$ cat src/rtl/rom_download_packer_if.sv
// Signal bundle between the hps_io ROM download port and the SDRAM write port.
// The packer uses the slave modport; whatever drives downloads and acks uses master.
interface rom_download_packer_if;
    logic        ioctl_download;
    logic        ioctl_wr;
    logic [19:0] ioctl_addr;
    logic [7:0]  ioctl_data;
    logic [22:0] sdram_addr;
    logic [31:0] sdram_data;
    logic        sdram_we;
    logic        sdram_req;
    logic        sdram_ack;

    modport slave (
        input  ioctl_download, ioctl_wr, ioctl_addr, ioctl_data, sdram_ack,
        output sdram_addr, sdram_data, sdram_we, sdram_req
    );

    modport master (
        output ioctl_download, ioctl_wr, ioctl_addr, ioctl_data, sdram_ack,
        input  sdram_addr, sdram_data, sdram_we, sdram_req
    );
endinterface

$ cat src/rtl/rom_download_packer.sv
// Packs the byte-wide hps_io ROM download into 32-bit SDRAM writes through a small word FIFO.
// Optional feature: define ROM_CHECKSUM_EN to generate the running byte checksum.
module rom_download_packer #(
    parameter logic [22:0] BASE_ADDR  = 23'd0,
    parameter int          FIFO_DEPTH = 4
) (
    input  logic                 clk,
    input  logic                 reset_n,
    rom_download_packer_if.slave bus,
    output logic                 busy,
    output logic                 done,
    output logic                 overflow,
    output logic [31:0]          checksum
);
    localparam int             PTR_W    = $clog2(FIFO_DEPTH);
    localparam logic [PTR_W:0] FULL_CNT = (PTR_W + 1)'(FIFO_DEPTH);

    typedef enum logic [2:0] {S_IDLE, S_LOAD, S_FLUSH, S_DRAIN, S_DONE} state_t;

    state_t           state_q, state_d;
    logic             dlPrev_q;
    logic [22:0]      accAddr_q, accAddr_d;
    logic [31:0]      accData_q, accData_d;
    logic [3:0]       accMask_q, accMask_d;
    logic             accFull_q, accFull_d;
    logic             overflow_q, overflow_d;
    logic [PTR_W-1:0] wrPtr_q, wrPtr_d;
    logic [PTR_W-1:0] rdPtr_q, rdPtr_d;
    logic [PTR_W:0]   count_q, count_d;
    logic [22:0]      memAddr [FIFO_DEPTH];
    logic [31:0]      memData [FIFO_DEPTH];

    logic        dlRise;
    logic        accept;
    logic [1:0]  lane;
    logic [22:0] byteAddr;
    logic        accNonEmpty;
    logic        newWord;
    logic        pushReq;
    logic        fifoEmpty;
    logic        fifoFull;
    logic        pop;
    logic        doPush;
    logic        dropWord;

    assign dlRise      = bus.ioctl_download & ~dlPrev_q;
    assign accept      = bus.ioctl_wr & bus.ioctl_download & (state_q == S_LOAD);
    assign lane        = bus.ioctl_addr[1:0];
    assign byteAddr    = BASE_ADDR + {4'd0, bus.ioctl_addr[19:2], 1'b0};
    assign accNonEmpty = |accMask_q;
    assign newWord     = accept & accNonEmpty & (byteAddr != accAddr_q);

    // A completed word always pushes one cycle after its lane-3 byte, which is why strobes must be spaced.
    assign pushReq = accFull_q | newWord | ((state_q == S_FLUSH) & accNonEmpty);

    assign fifoEmpty = (count_q == '0);
    assign fifoFull  = (count_q == FULL_CNT);
    assign pop       = bus.sdram_ack & ~fifoEmpty;
    assign doPush    = pushReq & (~fifoFull | pop);
    assign dropWord  = pushReq & fifoFull & ~pop;

    assign bus.sdram_req  = ~fifoEmpty;
    assign bus.sdram_we   = ~fifoEmpty;
    assign bus.sdram_addr = fifoEmpty ? 23'd0 : memAddr[rdPtr_q];
    assign bus.sdram_data = fifoEmpty ? 32'd0 : memData[rdPtr_q];
    assign overflow       = overflow_q;

    always_comb begin
        accAddr_d  = accAddr_q;
        accData_d  = accData_q;
        accMask_d  = accMask_q;
        accFull_d  = accFull_q;
        overflow_d = overflow_q;
        if (pushReq) begin
            accData_d = 32'd0;
            accMask_d = 4'd0;
            accFull_d = 1'b0;
        end
        if (dlRise) begin
            accData_d  = 32'd0;
            accMask_d  = 4'd0;
            accFull_d  = 1'b0;
            overflow_d = 1'b0;
        end else if (dropWord) begin
            overflow_d = 1'b1;
        end
        if (accept) begin
            accAddr_d                     = byteAddr;
            accData_d[{lane, 3'b000} +: 8] = bus.ioctl_data;
            accMask_d[lane]               = 1'b1;
            if (lane == 2'd3) begin
                accFull_d = 1'b1;
            end
        end
    end

    always_comb begin
        wrPtr_d = wrPtr_q;
        rdPtr_d = rdPtr_q;
        count_d = count_q;
        if (doPush) begin
            wrPtr_d = wrPtr_q + PTR_W'(1);
        end
        if (pop) begin
            rdPtr_d = rdPtr_q + PTR_W'(1);
        end
        case ({doPush, pop})
            2'b10:   count_d = count_q + (PTR_W + 1)'(1);
            2'b01:   count_d = count_q - (PTR_W + 1)'(1);
            default: count_d = count_q;
        endcase
    end

    // A new download edge during drain restarts loading while the FIFO keeps emptying.
    always_comb begin
        state_d = state_q;
        busy    = 1'b0;
        done    = 1'b0;
        case (state_q)
            S_IDLE: begin
                if (dlRise) state_d = S_LOAD;
            end
            S_LOAD: begin
                busy = 1'b1;
                if (!bus.ioctl_download) state_d = S_FLUSH;
            end
            S_FLUSH: begin
                busy    = 1'b1;
                state_d = dlRise ? S_LOAD : S_DRAIN;
            end
            S_DRAIN: begin
                busy = 1'b1;
                if (dlRise) begin
                    state_d = S_LOAD;
                end else if (count_d == '0) begin
                    state_d = S_DONE;
                end
            end
            S_DONE: begin
                done    = 1'b1;
                state_d = dlRise ? S_LOAD : S_IDLE;
            end
            default: state_d = S_IDLE;
        endcase
    end

    always_ff @(posedge clk or negedge reset_n) begin
        if (!reset_n) begin
            state_q    <= S_IDLE;
            dlPrev_q   <= 1'b0;
            accAddr_q  <= 23'd0;
            accData_q  <= 32'd0;
            accMask_q  <= 4'd0;
            accFull_q  <= 1'b0;
            overflow_q <= 1'b0;
            wrPtr_q    <= '0;
            rdPtr_q    <= '0;
            count_q    <= '0;
        end else begin
            state_q    <= state_d;
            dlPrev_q   <= bus.ioctl_download;
            accAddr_q  <= accAddr_d;
            accData_q  <= accData_d;
            accMask_q  <= accMask_d;
            accFull_q  <= accFull_d;
            overflow_q <= overflow_d;
            wrPtr_q    <= wrPtr_d;
            rdPtr_q    <= rdPtr_d;
            count_q    <= count_d;
        end
    end

    // Storage needs no reset; the head is masked to zero whenever the FIFO is empty.
    always_ff @(posedge clk) begin
        if (doPush) begin
            memAddr[wrPtr_q] <= accAddr_q;
            memData[wrPtr_q] <= accData_q;
        end
    end

`ifdef ROM_CHECKSUM_EN
    logic [31:0] sum_q, sum_d;

    always_comb begin
        sum_d = sum_q;
        if (dlRise) begin
            sum_d = 32'd0;
        end else if (accept) begin
            sum_d = sum_q + {24'd0, bus.ioctl_data};
        end
    end

    always_ff @(posedge clk or negedge reset_n) begin
        if (!reset_n) begin
            sum_q <= 32'd0;
        end else begin
            sum_q <= sum_d;
        end
    end

    assign checksum = sum_q;
`else
    assign checksum = 32'd0;
`endif
endmodule

$ cat src/flat_wrapper.sv
// flat-port wrapper written by rule: the top's interface ports become plain ports
module rom_download_packer_flat 
#(
    parameter logic [22:0] BASE_ADDR  = 23'd0,
    parameter int          FIFO_DEPTH = 4
)
  (clk, reset_n, busy, done, overflow, checksum, bus_ioctl_download, bus_ioctl_wr, bus_ioctl_addr, bus_ioctl_data, bus_sdram_ack, bus_sdram_addr, bus_sdram_data, bus_sdram_we, bus_sdram_req);
  rom_download_packer_if bus_i ();
  input  logic clk;
  input  logic reset_n;
  output logic busy;
  output logic done;
  output logic overflow;
  output logic [31:0] checksum;
  input wire logic [$bits(bus_i.ioctl_download)-1:0] bus_ioctl_download;
  input wire logic [$bits(bus_i.ioctl_wr)-1:0] bus_ioctl_wr;
  input wire logic [$bits(bus_i.ioctl_addr)-1:0] bus_ioctl_addr;
  input wire logic [$bits(bus_i.ioctl_data)-1:0] bus_ioctl_data;
  input wire logic [$bits(bus_i.sdram_ack)-1:0] bus_sdram_ack;
  output wire logic [$bits(bus_i.sdram_addr)-1:0] bus_sdram_addr;
  output wire logic [$bits(bus_i.sdram_data)-1:0] bus_sdram_data;
  output wire logic [$bits(bus_i.sdram_we)-1:0] bus_sdram_we;
  output wire logic [$bits(bus_i.sdram_req)-1:0] bus_sdram_req;
  assign bus_i.ioctl_download = bus_ioctl_download;
  assign bus_i.ioctl_wr = bus_ioctl_wr;
  assign bus_i.ioctl_addr = bus_ioctl_addr;
  assign bus_i.ioctl_data = bus_ioctl_data;
  assign bus_i.sdram_ack = bus_sdram_ack;
  assign bus_sdram_addr = bus_i.sdram_addr;
  assign bus_sdram_data = bus_i.sdram_data;
  assign bus_sdram_we = bus_i.sdram_we;
  assign bus_sdram_req = bus_i.sdram_req;
  rom_download_packer #(.BASE_ADDR(BASE_ADDR), .FIFO_DEPTH(FIFO_DEPTH)) u_core (.clk(clk), .reset_n(reset_n), .bus(bus_i), .busy(busy), .done(done), .overflow(overflow), .checksum(checksum));
endmodule
$ cat config.mk
export PLATFORM = sky130hd
export DESIGN_NAME = rom_download_packer_flat
export DESIGN_NICKNAME = d
export VERILOG_FILES = /design/src/rtl/rom_download_packer_if.sv /design/src/rtl/rom_download_packer.sv /design/src/flat_wrapper.sv
export SDC_FILE = /design/constraint.sdc
export NUM_CORES = 1
export LEC_CHECK = 0
export CORE_MARGIN = 4
export CORE_UTILIZATION = 55
export CTS_CLUSTER_SIZE = 16
export DETAILED_ROUTE_END_ITERATION = 8
export PLACE_DENSITY = 0.78
export SETUP_SLACK_MARGIN = 0.05
export SLEW_MARGIN = 15
export SYNTH_ARGS = -nofsm -noshare
export SYNTH_HDL_FRONTEND = slang
export SYNTH_SLANG_ARGS = --single-unit
export TNS_END_PERCENT = 50
$ cat constraint.sdc
create_clock -name clk -period 4.03 [get_ports clk]
set_input_delay 0.403 -clock clk [delete_from_list [all_inputs] [get_ports clk]]
set_output_delay 0.403 -clock clk [all_outputs]
set_load 0.01 [all_outputs]
==> impl_metrics.py <==
metrics = {
    "yosys": {
        "ys.flop_type": "edfxtp_1",
        "ys_types": 50,
        "netlist_instances": 653,
        "synth.area.top_cells": "edfxtp_1, dfrtp_1, mux4_2",
        "synthArstFlopShare": 0.251,
        "yosysWarnings": 0,
        "syn_avg_cell_area_um2": 16.9,
        "syn_area_mm2": 0.0110,
        "ys_ff_latch": 267,
        "yosysMostFrequentCell": "edfxtp_1",
        "synth_top_area_frac": 0.545,
        "synth_seq_area_share": 0.697,
        "yosys.area.top_type": "edfxtp_1",
        "synth-edff-count": 200,
        "synth_common_cells": "edfxtp_1, dfrtp_1, nand2_1",
    },
    "cts": {
        "clock_path_buffers": 3,
        "clock-sinks": 267,
        "root_buffer": "clkbuf_16",
        "cts_tree": "yes",
        "clk_pin_slew_worst_paths_ps": 60,
        "cts-buffers-inserted": 26,
        "cts_max_level": 1,
        "clk_latency_ps": 520,
        "cts_setup_buffers": 0,
    },
    "sta": {
        "worst_pin_slew_ps": 856,
        "fin_skew_ps": 9.24,
        "timing.hold.ws_ps": 458,
        "rsz0062_at_grt": "no",
        "hold_viol_final": 0,
        "slew_headroom": 0.429,
        "finalMaxSlewViolations": 0,
        "setup_viol": 0,
        "fmaxAchievable_ghz": 0.284,
        "fin_ws_ps": 513,
        "period_share": 0.873,
        "fin_setup_tns_ps": 0,
        "finalCriticalPeriod_ps": 3520,
    },
    "global_routing": {
        "use_met2": 0.341,
        "met1_usage": 0.266,
        "grt_antenna_before_repair": 0,
        "top_usage_layer": "met2",
        "grt_pass1_wl_mm": 34.5,
        "grt_pass1_vias": 6173,
        "grt_remaining_overflow": 0,
        "grt_max_degree": 56,
        "grt_util_all_layers": 0.199,
        "met3_usage": 0.0430,
    },
    "setup_path": {
        "crit_family": "compound AO/OA/AOI/OAI gates",
        "max_stage_delay_ps": 480,
        "cp_max_fo": 6,
        "crit_buf_inv": 0,
        "end_kind": "register",
        "worstSetupPathType": "reg -> reg",
        "r2r_setup_slack_ps": 510,
        "start_kind": "register",
        "slowest_stage": "fa_1",
        "worstPathRequired_ps": 4440,
        "cp.arrival_ps": 3920,
        "path_cells": "xor2_1 -> nor4_1 -> nand3_1 -> o21ai_1 -> a21boi_2 -> or3_1 -> fa_1 -> a21oi_1 -> o2111a_1 -> o311a_1 -> o32ai_2 -> a32o_2",
    },
    "place": {
        "dpl_cell_area_mm2": 0.0121,
        "place_hpwl_mm": 13.7,
        "dp.cells": 985,
        "portBuffers": 87,
        "dpl_worst_slack_ps": 137,
        "place.gp.congestion": 0.893,
    },
    "layout": {
        "layout.cells.non_filler": 1034,
        "area_delta_synth_final_pct": 18.2,
        "fin_nets": 795,
        "fillers": 1309,
        "drive_above_1_share": 0.159,
        "finalCoreUtilization": 0.665,
        "design_area_mm2": 0.0130,
        "diodes": 0,
    },
    "pwr": {
        "p_per_area_mw_per_mm2": 700,
        "p_leak_nw": 4.70,
        "vdd_ir_drop_max_mv": 0.387,
        "finalPower_mw": 9.12,
    },
    "floorplan": {
        "die_w_um": 150,
        "boundaryPins": 125,
        "dieArea_mm2": 0.0224,
        "die_y_um": 150,
        "initial_core_util": 0.563,
        "rows": 51,
        "core_mm2": 0.0196,
    },
    "drt": {
        "viasPerCell": 5.74,
        "firstDrtPassIters": 5,
        "drc": 0,
        "wire_per_inst_um": 21.4,
        "drt_wl_total_mm": 22.1,
        "drtAntennaViolNets": 0,
        "route.vias.total": 5934,
        "drt_iter0_drc": 490,
    },
    "worst_hold_path": {
        "hold_path.class": "in -> reg",
    },
    "flow_run": {
        "maxCapViolations": 0,
    },
    "status": {
        "status": "complete, no violations",
    },
}
-- worst reg2reg max path, stage by stage, from the launching register on --
cell and delay (ps):
dfrtp_1 470, xor2_1 190, nor4_1 350, nand3_1 210, o21ai_1 210, a21boi_2 120, or3_1 350, fa_1 480
a21oi_1 190, o2111a_1 280, o311a_1 190, o32ai_2 100, a32o_2 280
-- path summary, 6_finish.rpt --
| path | depth (start not counted) | start | endpoint |
|---|---|---|---|
| max in group asynchronous | 3 | reset_n | u_core.accData_q[18] |
| min in group asynchronous | 2 | reset_n | u_core.accAddr_q[16] |
| setup reg to reg | 12 | u_core.accAddr_q[11] | u_core.state_q[0] |
| setup / recovery | 12 | u_core.accAddr_q[11] | u_core.state_q[0] |
| hold reg to reg | 1 | u_core.accMask_q[3] | u_core.accMask_q[3] |
| hold / removal | 1 | bus_ioctl_download | u_core.dlPrev_q |
-- flip-flops by register name (all words and copies together), names as in the netlist, 2 cells and up --
signal / flops
u_core.count_q: 3
u_core.state_q: 3
u_core.wrPtr_q: 2
u_core.rdPtr_q: 2
u_core.memAddr: 72
u_core.memData: 128
u_core.accAddr_q: 18
u_core.accMask_q: 4
u_core.accData_q: 32
-- metal layers --
metal | wire length [um] | part of all wire
met5 | 0 | 0
met4 | 351 | 0.016
met3 | 1590 | 0.072
met2 | 11300 | 0.51
met1 | 8810 | 0.40
-- area by class of cell --
class	count	area [um^2]	share of cell area
well taps	265	332	0.0254
repair buffers	103	1010	0.0778
clock buffers	39	835	0.0640
clock inverters	9	95.1	0.00730
inverters	10	37.5	0.00288
multi-input cells	341	3030	0.233
flip-flops and latches	267	7690	0.590
-- logic make-up (layout without fill, tap and decap cells) --
| logic type | after synthesis | after routing | synth area share |
|---|---|---|---|
| xor gates and xnor gates | 23 | 23 | 0.0183 |
| muxes | 52 | 52 | 0.104 |
| adders and majority gates | 13 | 13 | 0.0154 |
| buffers and inverters | 81 | 161 | 0.0416 |
| DFF | 267 | 267 | 0.697 |
| and+or+nand+nor | 159 | 159 | 0.0761 |
| other | 1 | 37 | 0.000340 |
| AOI/OAI and AO/OA | 57 | 57 | 0.0474 |
-- what timing repair did --
| item | 4_1_cts | 5_1_grt |
|---|---|---|
| resized for setup | 0 | 0 |
| hold buffers | 1 | 0 |
| hold endpoints to repair | 29 | 0 |
-- layout by cell type, fill, tap and decap left out, drive strengths merged, types with 12 or more instances in the layout --
cell type and n:
conb 37, and2 55, mux4 50, clkdlybuf4s50 86, ha 12, clkbuf 39, xor2 16, nand2 64
buf 16, dfrtp 67, edfxtp 200, a32o 33
-- where the power goes --
group	total [mW]	switching [mW]	internal (mW)
clock network	2.54	0.979	1.56
registers	3.79	0.413	3.38
logic	2.79	1.22	1.57
total	9.12	2.61	6.51
Power figures use the tool's default switching activity.
